`src/rtl/hdlc_rx_monitor_if.sv`:
```
// Bundle of snooped Rx-controller signals and monitor result outputs.
// The master side drives the line/status; the monitor uses the slave side.
interface hdlc_rx_monitor_if #(
  parameter int CHANNELS = 1,
  parameter int CNT_W    = 16
);
  logic [CHANNELS-1:0] Rx;
  logic [CHANNELS-1:0] Rx_FlagDetect;
  logic [CHANNELS-1:0] Rx_AbortSignal;
  logic [CHANNELS-1:0] Rx_EoF;
  logic [CHANNELS-1:0] Rx_Overflow;
  logic [CHANNELS-1:0] Rx_ValidFrame;
  logic [CHANNELS-1:0] Rx_NewByte;
  logic [CNT_W-1:0]    ErrFlagCnt;
  logic [CNT_W-1:0]    ErrAbortCnt;
  logic [CNT_W-1:0]    ErrEoFCnt;
  logic [CNT_W-1:0]    ErrOvfCnt;
  logic [CNT_W-1:0]    FrameCnt;
  logic [CHANNELS-1:0] ErrSticky;

  modport master (
    output Rx, Rx_FlagDetect, Rx_AbortSignal, Rx_EoF, Rx_Overflow, Rx_ValidFrame, Rx_NewByte,
    input  ErrFlagCnt, ErrAbortCnt, ErrEoFCnt, ErrOvfCnt, FrameCnt, ErrSticky
  );

  modport slave (
    input  Rx, Rx_FlagDetect, Rx_AbortSignal, Rx_EoF, Rx_Overflow, Rx_ValidFrame, Rx_NewByte,
    output ErrFlagCnt, ErrAbortCnt, ErrEoFCnt, ErrOvfCnt, FrameCnt, ErrSticky
  );
endinterface

```
`src/rtl/hdlc_rx_monitor.sv`:
```
// Multi-channel HDLC receive monitor: per-channel framing model and status checks,
// with saturating error/frame totals and per-channel sticky error flags.
module hdlc_rx_monitor #(
  parameter int CHANNELS  = 1,
  parameter int MAX_BYTES = 128,
  parameter int FLAG_LAT  = 2,
  parameter int ABORT_WIN = 2,
  parameter int CNT_W     = 16
) (
  input  logic             Clk,
  input  logic             Rst,
  input  logic             Clr,
  hdlc_rx_monitor_if.slave mon
);
  localparam int BC_W  = $clog2(MAX_BYTES + 2) + 1;
  localparam int AW_W  = $clog2(ABORT_WIN + 1);
  localparam int PC_W  = $clog2(CHANNELS + 1);
  localparam int SUM_W = ((CNT_W > PC_W) ? CNT_W : PC_W) + 1;
  localparam logic [7:0]       FLAG_PAT  = 8'h7E;
  localparam logic [7:0]       ABORT_PAT = 8'h7F;
  localparam logic [BC_W-1:0]  BC_FULL   = BC_W'(MAX_BYTES + 1);
  localparam logic [CNT_W-1:0] CNT_MAX   = {CNT_W{1'b1}};

  typedef enum logic [1:0] {HUNT, OPEN, FRAME} state_t;

  logic [CHANNELS-1:0] err_flag, err_abort, err_eof, err_ovf, frame_close;

  for (genvar gi = 0; gi < CHANNELS; gi++) begin : g_ch
    state_t              state_q, state_d;
    logic [7:0]          hist_q, hist_d;
    logic [3:0]          fill_q, fill_d;
    logic [FLAG_LAT-1:0] pipe_q, pipe_d;
    logic [BC_W-1:0]     bc_q, bc_d;
    logic                bc_full_q, bc_full_d;
    logic                ovf_chk_q, ovf_chk_d;
    logic                arm_q, arm_d;
    logic [AW_W-1:0]     acnt_q, acnt_d;
    logic                vf_q, vf_d;
    logic                eof_chk_q, eof_chk_d;
    logic                flag_hit, abort_hit, new_byte;
    logic                arm_evt, close_evt, bc_load1, bc_inc;
    logic                ch_err_abort;

    // Nothing matches until a full byte has been shifted in since reset.
    assign flag_hit  = (fill_q == 4'd8) && (hist_q == FLAG_PAT);
    assign abort_hit = (fill_q == 4'd8) && (hist_q == ABORT_PAT);
    assign new_byte  = mon.Rx_NewByte[gi];

    always_ff @(posedge Clk) begin
      if (Rst) begin
        state_q <= HUNT;
      end else begin
        state_q <= state_d;
      end
    end

    always_comb begin
      state_d = state_q;
      case (state_q)
        HUNT:    if (flag_hit) state_d = OPEN;
        OPEN: begin
          if (abort_hit)                  state_d = HUNT;
          else if (!flag_hit && new_byte) state_d = FRAME;
        end
        FRAME: begin
          if (abort_hit)     state_d = HUNT;
          else if (flag_hit) state_d = OPEN;
        end
        default: state_d = HUNT;
      endcase
    end

    always_comb begin
      arm_evt   = 1'b0;
      close_evt = 1'b0;
      bc_load1  = 1'b0;
      bc_inc    = 1'b0;
      case (state_q)
        OPEN:  bc_load1 = !abort_hit && !flag_hit && new_byte;
        FRAME: begin
          arm_evt   = abort_hit;
          close_evt = !abort_hit && flag_hit;
          bc_inc    = !abort_hit && !flag_hit && new_byte;
        end
        default: ;
      endcase
    end

    always_comb begin
      hist_d = {hist_q[6:0], mon.Rx[gi]};
      fill_d = (fill_q == 4'd8) ? fill_q : fill_q + 4'd1;
      pipe_d = FLAG_LAT'({pipe_q, flag_hit});

      if (state_d != FRAME)                  bc_d = '0;
      else if (bc_load1)                     bc_d = BC_W'(1);
      else if (bc_inc && (bc_q != BC_FULL))  bc_d = bc_q + BC_W'(1);
      else                                   bc_d = bc_q;

      // The first cycle at the saturated count schedules one overflow check.
      bc_full_d = (bc_q == BC_FULL);
      ovf_chk_d = (bc_q == BC_FULL) && !bc_full_q;

      vf_d      = mon.Rx_ValidFrame[gi];
      eof_chk_d = vf_q && !mon.Rx_ValidFrame[gi];

      arm_d        = arm_q;
      acnt_d       = acnt_q;
      ch_err_abort = 1'b0;
      if (arm_q) begin
        if (acnt_q == '0) begin
          ch_err_abort = 1'b1;
          arm_d        = 1'b0;
        end else begin
          acnt_d = acnt_q - AW_W'(1);
          if (mon.Rx_AbortSignal[gi]) arm_d = 1'b0;
        end
      end
      if (arm_evt) begin
        arm_d  = 1'b1;
        acnt_d = AW_W'(ABORT_WIN);
      end
    end

    always_ff @(posedge Clk) begin
      if (Rst) begin
        hist_q    <= '0;
        fill_q    <= '0;
        pipe_q    <= '0;
        bc_q      <= '0;
        bc_full_q <= 1'b0;
        ovf_chk_q <= 1'b0;
        arm_q     <= 1'b0;
        acnt_q    <= '0;
        vf_q      <= 1'b0;
        eof_chk_q <= 1'b0;
      end else begin
        hist_q    <= hist_d;
        fill_q    <= fill_d;
        pipe_q    <= pipe_d;
        bc_q      <= bc_d;
        bc_full_q <= bc_full_d;
        ovf_chk_q <= ovf_chk_d;
        arm_q     <= arm_d;
        acnt_q    <= acnt_d;
        vf_q      <= vf_d;
        eof_chk_q <= eof_chk_d;
      end
    end

    assign err_flag[gi]    = pipe_q[FLAG_LAT-1] ^ mon.Rx_FlagDetect[gi];
    assign err_abort[gi]   = ch_err_abort;
    assign err_eof[gi]     = eof_chk_q && !mon.Rx_EoF[gi];
    assign err_ovf[gi]     = ovf_chk_q && !mon.Rx_Overflow[gi];
    assign frame_close[gi] = close_evt;
  end

  function automatic logic [PC_W-1:0] popcnt(input logic [CHANNELS-1:0] v);
    popcnt = '0;
    for (int i = 0; i < CHANNELS; i++) popcnt = popcnt + PC_W'(v[i]);
  endfunction

  function automatic logic [CNT_W-1:0] sat_add(input logic [CNT_W-1:0] base,
                                               input logic [PC_W-1:0]  inc);
    logic [SUM_W-1:0] sum;
    sum = SUM_W'(base) + SUM_W'(inc);
    sat_add = (sum > SUM_W'(CNT_MAX)) ? CNT_MAX : sum[CNT_W-1:0];
  endfunction

  logic [CHANNELS-1:0] strobe [5];
  logic [CNT_W-1:0]    cnt_q  [5];
  logic [CNT_W-1:0]    cnt_d  [5];
  logic [CHANNELS-1:0] sticky_q, sticky_d;

  assign strobe[0] = err_flag;
  assign strobe[1] = err_abort;
  assign strobe[2] = err_eof;
  assign strobe[3] = err_ovf;
  assign strobe[4] = frame_close;

  // Clear loads this cycle's increment so a coincident error is not lost.
  always_comb begin
    for (int k = 0; k < 5; k++) begin
      cnt_d[k] = sat_add(Clr ? '0 : cnt_q[k], popcnt(strobe[k]));
    end
    sticky_d = (Clr ? '0 : sticky_q) | err_flag | err_abort | err_eof | err_ovf;
  end

  always_ff @(posedge Clk) begin
    if (Rst) begin
      for (int k = 0; k < 5; k++) cnt_q[k] <= '0;
      sticky_q <= '0;
    end else begin
      for (int k = 0; k < 5; k++) cnt_q[k] <= cnt_d[k];
      sticky_q <= sticky_d;
    end
  end

  assign mon.ErrFlagCnt  = cnt_q[0];
  assign mon.ErrAbortCnt = cnt_q[1];
  assign mon.ErrEoFCnt   = cnt_q[2];
  assign mon.ErrOvfCnt   = cnt_q[3];
  assign mon.FrameCnt    = cnt_q[4];
  assign mon.ErrSticky   = sticky_q;
endmodule

```
`src/flat_wrapper.sv`:
```
// flat-port wrapper written by rule: the top's interface ports become plain ports
module hdlc_rx_monitor_flat 
#(
  parameter int CHANNELS  = 1,
  parameter int MAX_BYTES = 128,
  parameter int FLAG_LAT  = 2,
  parameter int ABORT_WIN = 2,
  parameter int CNT_W     = 16
)
  (Clk, Rst, Clr, mon_Rx, mon_Rx_FlagDetect, mon_Rx_AbortSignal, mon_Rx_EoF, mon_Rx_Overflow, mon_Rx_ValidFrame, mon_Rx_NewByte, mon_ErrFlagCnt, mon_ErrAbortCnt, mon_ErrEoFCnt, mon_ErrOvfCnt, mon_FrameCnt, mon_ErrSticky);
  hdlc_rx_monitor_if #(.CHANNELS(CHANNELS), .CNT_W(CNT_W)) mon_i ();
  input  logic Clk;
  input  logic Rst;
  input  logic Clr;
  input wire logic [$bits(mon_i.Rx)-1:0] mon_Rx;
  input wire logic [$bits(mon_i.Rx_FlagDetect)-1:0] mon_Rx_FlagDetect;
  input wire logic [$bits(mon_i.Rx_AbortSignal)-1:0] mon_Rx_AbortSignal;
  input wire logic [$bits(mon_i.Rx_EoF)-1:0] mon_Rx_EoF;
  input wire logic [$bits(mon_i.Rx_Overflow)-1:0] mon_Rx_Overflow;
  input wire logic [$bits(mon_i.Rx_ValidFrame)-1:0] mon_Rx_ValidFrame;
  input wire logic [$bits(mon_i.Rx_NewByte)-1:0] mon_Rx_NewByte;
  output wire logic [$bits(mon_i.ErrFlagCnt)-1:0] mon_ErrFlagCnt;
  output wire logic [$bits(mon_i.ErrAbortCnt)-1:0] mon_ErrAbortCnt;
  output wire logic [$bits(mon_i.ErrEoFCnt)-1:0] mon_ErrEoFCnt;
  output wire logic [$bits(mon_i.ErrOvfCnt)-1:0] mon_ErrOvfCnt;
  output wire logic [$bits(mon_i.FrameCnt)-1:0] mon_FrameCnt;
  output wire logic [$bits(mon_i.ErrSticky)-1:0] mon_ErrSticky;
  assign mon_i.Rx = mon_Rx;
  assign mon_i.Rx_FlagDetect = mon_Rx_FlagDetect;
  assign mon_i.Rx_AbortSignal = mon_Rx_AbortSignal;
  assign mon_i.Rx_EoF = mon_Rx_EoF;
  assign mon_i.Rx_Overflow = mon_Rx_Overflow;
  assign mon_i.Rx_ValidFrame = mon_Rx_ValidFrame;
  assign mon_i.Rx_NewByte = mon_Rx_NewByte;
  assign mon_ErrFlagCnt = mon_i.ErrFlagCnt;
  assign mon_ErrAbortCnt = mon_i.ErrAbortCnt;
  assign mon_ErrEoFCnt = mon_i.ErrEoFCnt;
  assign mon_ErrOvfCnt = mon_i.ErrOvfCnt;
  assign mon_FrameCnt = mon_i.FrameCnt;
  assign mon_ErrSticky = mon_i.ErrSticky;
  hdlc_rx_monitor #(.CHANNELS(CHANNELS), .MAX_BYTES(MAX_BYTES), .FLAG_LAT(FLAG_LAT), .ABORT_WIN(ABORT_WIN), .CNT_W(CNT_W)) u_core (.Clk(Clk), .Rst(Rst), .Clr(Clr), .mon(mon_i));
endmodule
```
`config.mk`:
```
export PLATFORM = sky130hd
export DESIGN_NAME = hdlc_rx_monitor_flat
export DESIGN_NICKNAME = d
export VERILOG_FILES = /design/src/rtl/hdlc_rx_monitor_if.sv /design/src/rtl/hdlc_rx_monitor.sv /design/src/flat_wrapper.sv
export SDC_FILE = /design/constraint.sdc
export NUM_CORES = 1
export LEC_CHECK = 0
export CAP_MARGIN = 20
export CORE_ASPECT_RATIO = 0.5
export CORE_MARGIN = 3
export CORE_UTILIZATION = 40
export DETAILED_ROUTE_END_ITERATION = 10
export PLACE_DENSITY = 0.69
export SLEW_MARGIN = 20
export SYNTH_ARGS = -nofsm -noshare
export SYNTH_HDL_FRONTEND = slang
export SYNTH_SLANG_ARGS = --single-unit
```
`constraint.sdc`:
```
create_clock -name Clk -period 8.6 [get_ports Clk]
set_input_delay 0.86 -clock Clk [delete_from_list [all_inputs] [get_ports Clk]]
set_output_delay 0.86 -clock Clk [all_outputs]
set_load 0.02 [all_outputs]
```
## Word level (Yosys, flattened, before mapping)

Memory sizes are Yosys's and may differ from the RTL's.
Cells that the tools add are included.

| word-level totals | value |
|---|---|
| bits in registers | 33 |
| bits in writable memories | 80 |
| input port bits | 10 |
| output and inout bits | 81 |
| word-level logic and storage cells | 113 |
| memories | 1 |

| cells by class | value |
|---|---|
| $add $sub $neg | 8 |
| order comparisons | 5 |
| eq/ne operators | 9 |
| multiplexer cells | 39 |
| bitwise operators | 11 |
| reductions and logical operators | 26 |

Memories:

| memory | depth | width | read ports | clocked after memory_dff | wr ports | line | text |
|---|---|---|---|---|---|---|---|
| u_core.cnt_q | 5 | 16 | 5 | 0 | 5 | hdlc_rx_monitor.sv:170 | `logic [CNT_W-1:0] cnt_q [5];` |

Operators with widths:

| cell | count |
|---|---|
| two-way mux 16 bit | 15 |
| adder 16 x 1 -> 17 bit | 5 |
| > comparator 17 x 16 -> 1 bit, second input constant | 5 |
| == test 8 x 7 -> 1 bit, second input constant | 2 |
| two-way mux 1 bit | 16 |
| two-way mux 2 bit | 7 |
| logical AND 1 bit | 11 |
| adder 9 x 1 -> 9 bit, second input constant | 1 |
| == test 9 x 8 -> 1 bit, second input constant | 1 |
| != test 9 x 8 -> 1 bit, second input constant | 1 |
| bitwise OR 1 bit | 9 |
| zero test 1 bit | 6 |
| one-hot mux 2 bit (3 select lines) | 1 |
| adder 4 x 1 -> 4 bit, second input constant | 1 |
| == test 4 bit, second input constant | 1 |
| zero test 2 bit | 2 |
| AND reduction 2 bit | 2 |
| nonzero test 2 bit | 2 |
| OR reduction 2 bit | 2 |
| OR reduction 3 bit | 1 |
| == test 2 x 1 -> 1 bit, second input constant | 1 |
| == test 2 bit, second input constant | 1 |
| != test 2 x 1 -> 1 bit, second input constant | 1 |
| != test 2 bit, second input constant | 1 |
| other kinds (3) | 3 |

## Longest topological paths before layout

| depth | value |
|---|---|
| depth after elaboration | 9 |
| depth in mapped cells | 12 |
| gate-level depth less buffers | 12 |

## Worst setup path after synthesis

No wires, ideal clock.

| timing | value |
|---|---|
| path kind | input port to flip-flop |
| from | in Clr |
| to | mem u_core.cnt_q[0][0] |
| library setup time | 0.068 ns |
| arrival time | 2.984 ns |
| required time | 8.532 ns |
| setup slack | 5.549 ns |
| stages | 12 |
| buffers on the path | 5 |
| cells stage by stage | buf_6 buf_8 buf_2 clkbuf_1 nor2b_1 ha_1 ha_1 nand4_1 or2_1 or3_4 buf_6 a21oi_2 |

RTL lines:

| element | line | text |
|---|---|---|
| from (decl) | flat_wrapper.sv:14 | `input logic Clr;` |
| to (decl) | hdlc_rx_monitor.sv:170 |  |

==> metrics.log <==
[metrics] DRC: 0
[metrics] logic depth of the worst register-to-register path: 12
[metrics] detailed-router iteration count before antenna repair: 5
[metrics] setup repair after global routing missed its margin: no
[metrics] TritonCTS clock tree: yes
[metrics] worst hold path endpoint: u_core.g_ch[0].ovf_chk_q$_SDFF_PP0_
[metrics] launching element type of the critical path: flip-flop
[metrics] clock buffers created by TritonCTS: 17
[metrics] most used standard cell by instance count after synthesis: sky130_fd_sc_hd__dfxtp_1
[metrics] Clk Latency, worst-skew pair: between 0.4 and 0.5 ns
[metrics] Switching Fraction: 21.6%
[metrics] commonest cells in the synthesized netlist: sky130_fd_sc_hd__dfxtp_1 (113), sky130_fd_sc_hd__a21oi_1 (56), sky130_fd_sc_hd__nand2_1 (49), sky130_fd_sc_hd__nor2_1 (41), sky130_fd_sc_hd__xnor2_1 (40)
[metrics] final critical delay including setup and external delays: roughly 3.1 ns
[metrics] count of fill cells added during filler insertion: about 1.2k
[metrics] total wirelength of the detailed-routed design: between 10,000 and 15,000 um
[metrics] Achievable Freq: 0.320 GHz
[metrics] total number of nets in the final design: approximately 750
[metrics] count of standard-cell rows: 29
[metrics] Sequential Power Share: 41.4%
[metrics] power after layout: roughly 1300 uW
[metrics] library cell occupying the most area in the post-synthesis netlist: sky130_fd_sc_hd__dfxtp_1
[metrics] die extent in y: about 89 um
[metrics] CTS Root Cell: sky130_fd_sc_hd__clkbuf_16
[metrics] routed via count: roughly 4.9k
[metrics] number of buffers inserted by port buffering: 90
[metrics] Reg-to-Reg Start: u_core.g_ch[0].fill_q[0]$_SDFFE_PP0P_
[metrics] main flop type after synthesis: sky130_fd_sc_hd__dfxtp_1
[metrics] Tcrit/Tclk final: 36.3%
[metrics] hold-fix buffer count after cts: 0
[metrics] area of combinational cells with multiple inputs: roughly 3000 um2
[metrics] area delta synth->final: 28.4%
[metrics] data arrival time at the worst-slack endpoint: about 3.4 ns
[metrics] standard cell core area: 13,100 um2
[metrics] Comb pwr share: roughly 2.9%
[metrics] width of the die: roughly 170 um
[metrics] share of total power in the clock network: between 50% and 60%
[metrics] # diodes: 0
[metrics] Cells after DPL: just under 900
[metrics] CTS Buffer Depth: 2
[metrics] hold wc startpoint: u_core.g_ch[0].bc_full_q$_SDFF_PP0_
[metrics] Synth area leaders: sky130_fd_sc_hd__dfxtp_1 (41%), sky130_fd_sc_hd__xnor2_1 (6.3%), sky130_fd_sc_hd__a21oi_1 (5.0%)
[metrics] non-filler cells in the finished layout: approximately 920
[metrics] overall die area: 15,500 um2
[metrics] final core utilization: 54.4%
[metrics] effective utilization at floorplan: 42.4%
[metrics] Via-to-Cell Ratio: around 5.3
[metrics] type of the worst setup path: reg2reg
[metrics] Max VDD drop: approximately 0.13 mV
[metrics] Max Clock Skew: 0.00824 ns
[metrics] Total GRT Usage: approximately 18%
[metrics] CTS clock-pin slew for the worst setup and hold paths: 0.05 ns
[metrics] P_sw: 277 uW
[metrics] global-route congestion overflow total: 0
[metrics] clock sink count: ~110
[metrics] total of warnings raised by yosys: 0
[metrics] gpl congestion: about 0.8
[metrics] vias in the first global route: ~4.5k
[metrics] FFs w/ async S/R, synth: 0%
[metrics] share of layout cells above drive strength 1: between 7 and 8%
[metrics] worst slew slack as a fraction of its limit: a little over half
[metrics] TNS Setup: 0 ns
[metrics] max-capacitance violation count: 0
[metrics] post-synthesis cell type count: a little over 60
[metrics] Internal Dissipation: 1000 uW
[metrics] Crit Path Max Fanout: 7
[metrics] HPWL after DPL: ~8900 um
[metrics] Fin. Hold Viols: 0
[metrics] post-CTS setup buffer count: 0
[metrics] maximum number of pins on one net before global-route repair: between 60 and 70
[metrics] static leakage: between 0.002 and 0.003 uW
[metrics] Critical Path RT: 8.89 ns
[metrics] HP Class: reg2reg
[metrics] Iter 0 DRT Violations: about 300
[metrics] reg-to-reg endpoint: u_core.cnt_q[0][78]$_SDFF_PP0_
[metrics] sequential-to-total area share from yosys stat: ~41%
[metrics] # IOs: 91
[metrics] synthesized netlist cell count: ~640
[metrics] transition time at the pin with the least slew margin: slightly below 0.7 ns
[metrics] first-pass GRT wire length: approximately 22,000 um
[metrics] ratio of total power to cell area: around 180 nW/um2
[metrics] Detail Route Antenna Nets: 0
[metrics] number of synthesized flops with an enable pin: 0
[metrics] Hold Path Cell Cnt: 1
[metrics] initial antenna violation count: 0
[metrics] number of storage elements in the synthesis netlist: 113
[metrics] # resized after CTS: 0
[metrics] Post-Syn Area per Cell: 8.66 um2
[metrics] Max Transition Viols Final: 0
[metrics] number of nets produced by synthesis: roughly 670
[metrics] number of setup violations in the final report: 0
[metrics] netlist area before placement: between 5000 and 6000 um2
[metrics] sort of element at the end of the critical path: flip-flop
[metrics] run status: completed
[metrics] post-detailed-route wirelength per cell: between 10 and 15 um
[metrics] Worst R2R Setup Slack: approximately 5.5 ns
[metrics] sequential cell area in the final layout: 2260 um2
[metrics] H-tree levels: 4
[metrics] top-area cell type share of the netlist area: about 41%
## per-stage QoR
stage	worst slack, ns	cell area (um2)	hold WS [ns]
2_1_floorplan	5.55	5570	0.373
3_3_place_gp	5.32	6550	0.379
3_5_place_dp	5.24	6550	0.384
4_1_cts	5.44	7150	0.395
5_1_grt	5.08	7150	0.397
6_report	5.48	7150	0.389
## worst max path at each step
stage,start,to,slack [ns],cells after the start
global route,u_core.g_ch[0].fill_q[1]$_SDFFE_PP0P_,u_core.cnt_q[0][76]$_SDFF_PP0_,5.08,12
CTS,u_core.g_ch[0].fill_q[0]$_SDFFE_PP0P_,u_core.cnt_q[0][78]$_SDFF_PP0_,5.44,12
finish,u_core.g_ch[0].fill_q[0]$_SDFFE_PP0P_,u_core.cnt_q[0][78]$_SDFF_PP0_,5.48,12
global placement,mon_Rx_FlagDetect,u_core.cnt_q[0][8]$_SDFF_PP0_,5.32,8
floorplan,Clr,u_core.cnt_q[0][0]$_SDFF_PP0_,5.55,12
detailed placement,mon_Rx_FlagDetect,u_core.cnt_q[0][15]$_SDFF_PP0_,5.24,8
## worst max-delay path, cell delays in order (launching register included)
cell                       delay (ns)
sky130_fd_sc_hd__dfxtp_1         0.34
sky130_fd_sc_hd__inv_1           0.07
sky130_fd_sc_hd__ha_1            0.17
sky130_fd_sc_hd__nand3b_1        0.22
sky130_fd_sc_hd__or3_1           0.47
sky130_fd_sc_hd__nor3_1          0.26
sky130_fd_sc_hd__ha_1            0.21
sky130_fd_sc_hd__ha_1            0.22
sky130_fd_sc_hd__nand2_1         0.17
sky130_fd_sc_hd__or3_1           0.42
sky130_fd_sc_hd__nor3_2          0.21
sky130_fd_sc_hd__mux2i_1         0.20
sky130_fd_sc_hd__nor2_1          0.05
## cell families (layout without fill, tap and decap cells)
kind of cell             Yosys count  in the layout  share of synthesized area (%)
AO/OA/AOI/OAI                    115            115                           12.3
XOR/XNOR                          52             52                           8.18
adder cells (fa/ha/maj)           15             15                           3.37
buffers and inverters             57            150                           4.65
flip-flops                       113            113                           40.6
multiplexers                       8              8                           1.46
AND/OR/NAND/NOR                  283            283                           29.4
## cell type report
cell class	count	area share (%)
Clock buffer	19	6.34
Clock inverter	12	1.96
Inverter	26	1.37
Multi-Input combinational cell	473	42.6
Sequential cell	113	31.7
Tap cell	186	3.26
Timing Repair Buffer	93	12.8
## flip-flops by register name, summed over array words and instances, names as in the netlist
| signal | flops |
|---|---|
| u_core.g_ch.acnt_q | 2 |
| u_core.g_ch.vf_q | 1 |
| u_core.g_ch.eof_chk_q | 1 |
| u_core.cnt_q | 80 |
| u_core.mon.ErrSticky | 1 |
| u_core.g_ch.ovf_chk_q | 1 |
| u_core.g_ch.pipe_q | 2 |
| u_core.g_ch.hist_q | 8 |
| u_core.g_ch.bc_q | 9 |
| u_core.g_ch.state_q | 2 |
| u_core.g_ch.arm_q | 1 |
| u_core.g_ch.fill_q | 4 |
| u_core.g_ch.bc_full_q | 1 |
## power by group through the flow
stage               Sequential, uW  Combinational [uW]  Clock, uW
floorplan                      541                24.4          0
global placement               541                36.4          0
detailed placement             541                37.2          0
CTS                            530                37.5        722
global route                   530                40.7        747
finish                         530                37.4        713
## per-layer routing
layer / up-vias / share of wire [%] / track usage (%)
met1: 2334 / 46 / 22.1
met4: 0 / 1.1 / 5.88
met5: - / 0 / 0
met3: 18 / 4.5 / 4.37
met2: 116 / 48 / 30.7
li1: 2445 / - / -
## cell usage in the layout (no fill, tap or decap), types with 8 or more instances in the layout
master / instances
sky130_fd_sc_hd__and4_1: 8
sky130_fd_sc_hd__clkdlybuf4s50_1: 88
sky130_fd_sc_hd__xor2_1: 12
sky130_fd_sc_hd__inv_1: 26
sky130_fd_sc_hd__ha_1: 15
sky130_fd_sc_hd__clkbuf_16: 17
sky130_fd_sc_hd__nor2b_1: 33
sky130_fd_sc_hd__nand3_1: 32
sky130_fd_sc_hd__nand2_1: 49
sky130_fd_sc_hd__nand4_1: 21
sky130_fd_sc_hd__and3_1: 17
sky130_fd_sc_hd__a21oi_1: 56
sky130_fd_sc_hd__a21boi_0: 9
sky130_fd_sc_hd__o21ai_0: 15
sky130_fd_sc_hd__dfxtp_1: 113
sky130_fd_sc_hd__nor2_1: 41
sky130_fd_sc_hd__nor3_1: 26
sky130_fd_sc_hd__xnor2_1: 40
Note: power is estimated with default switching activity, not from simulation.
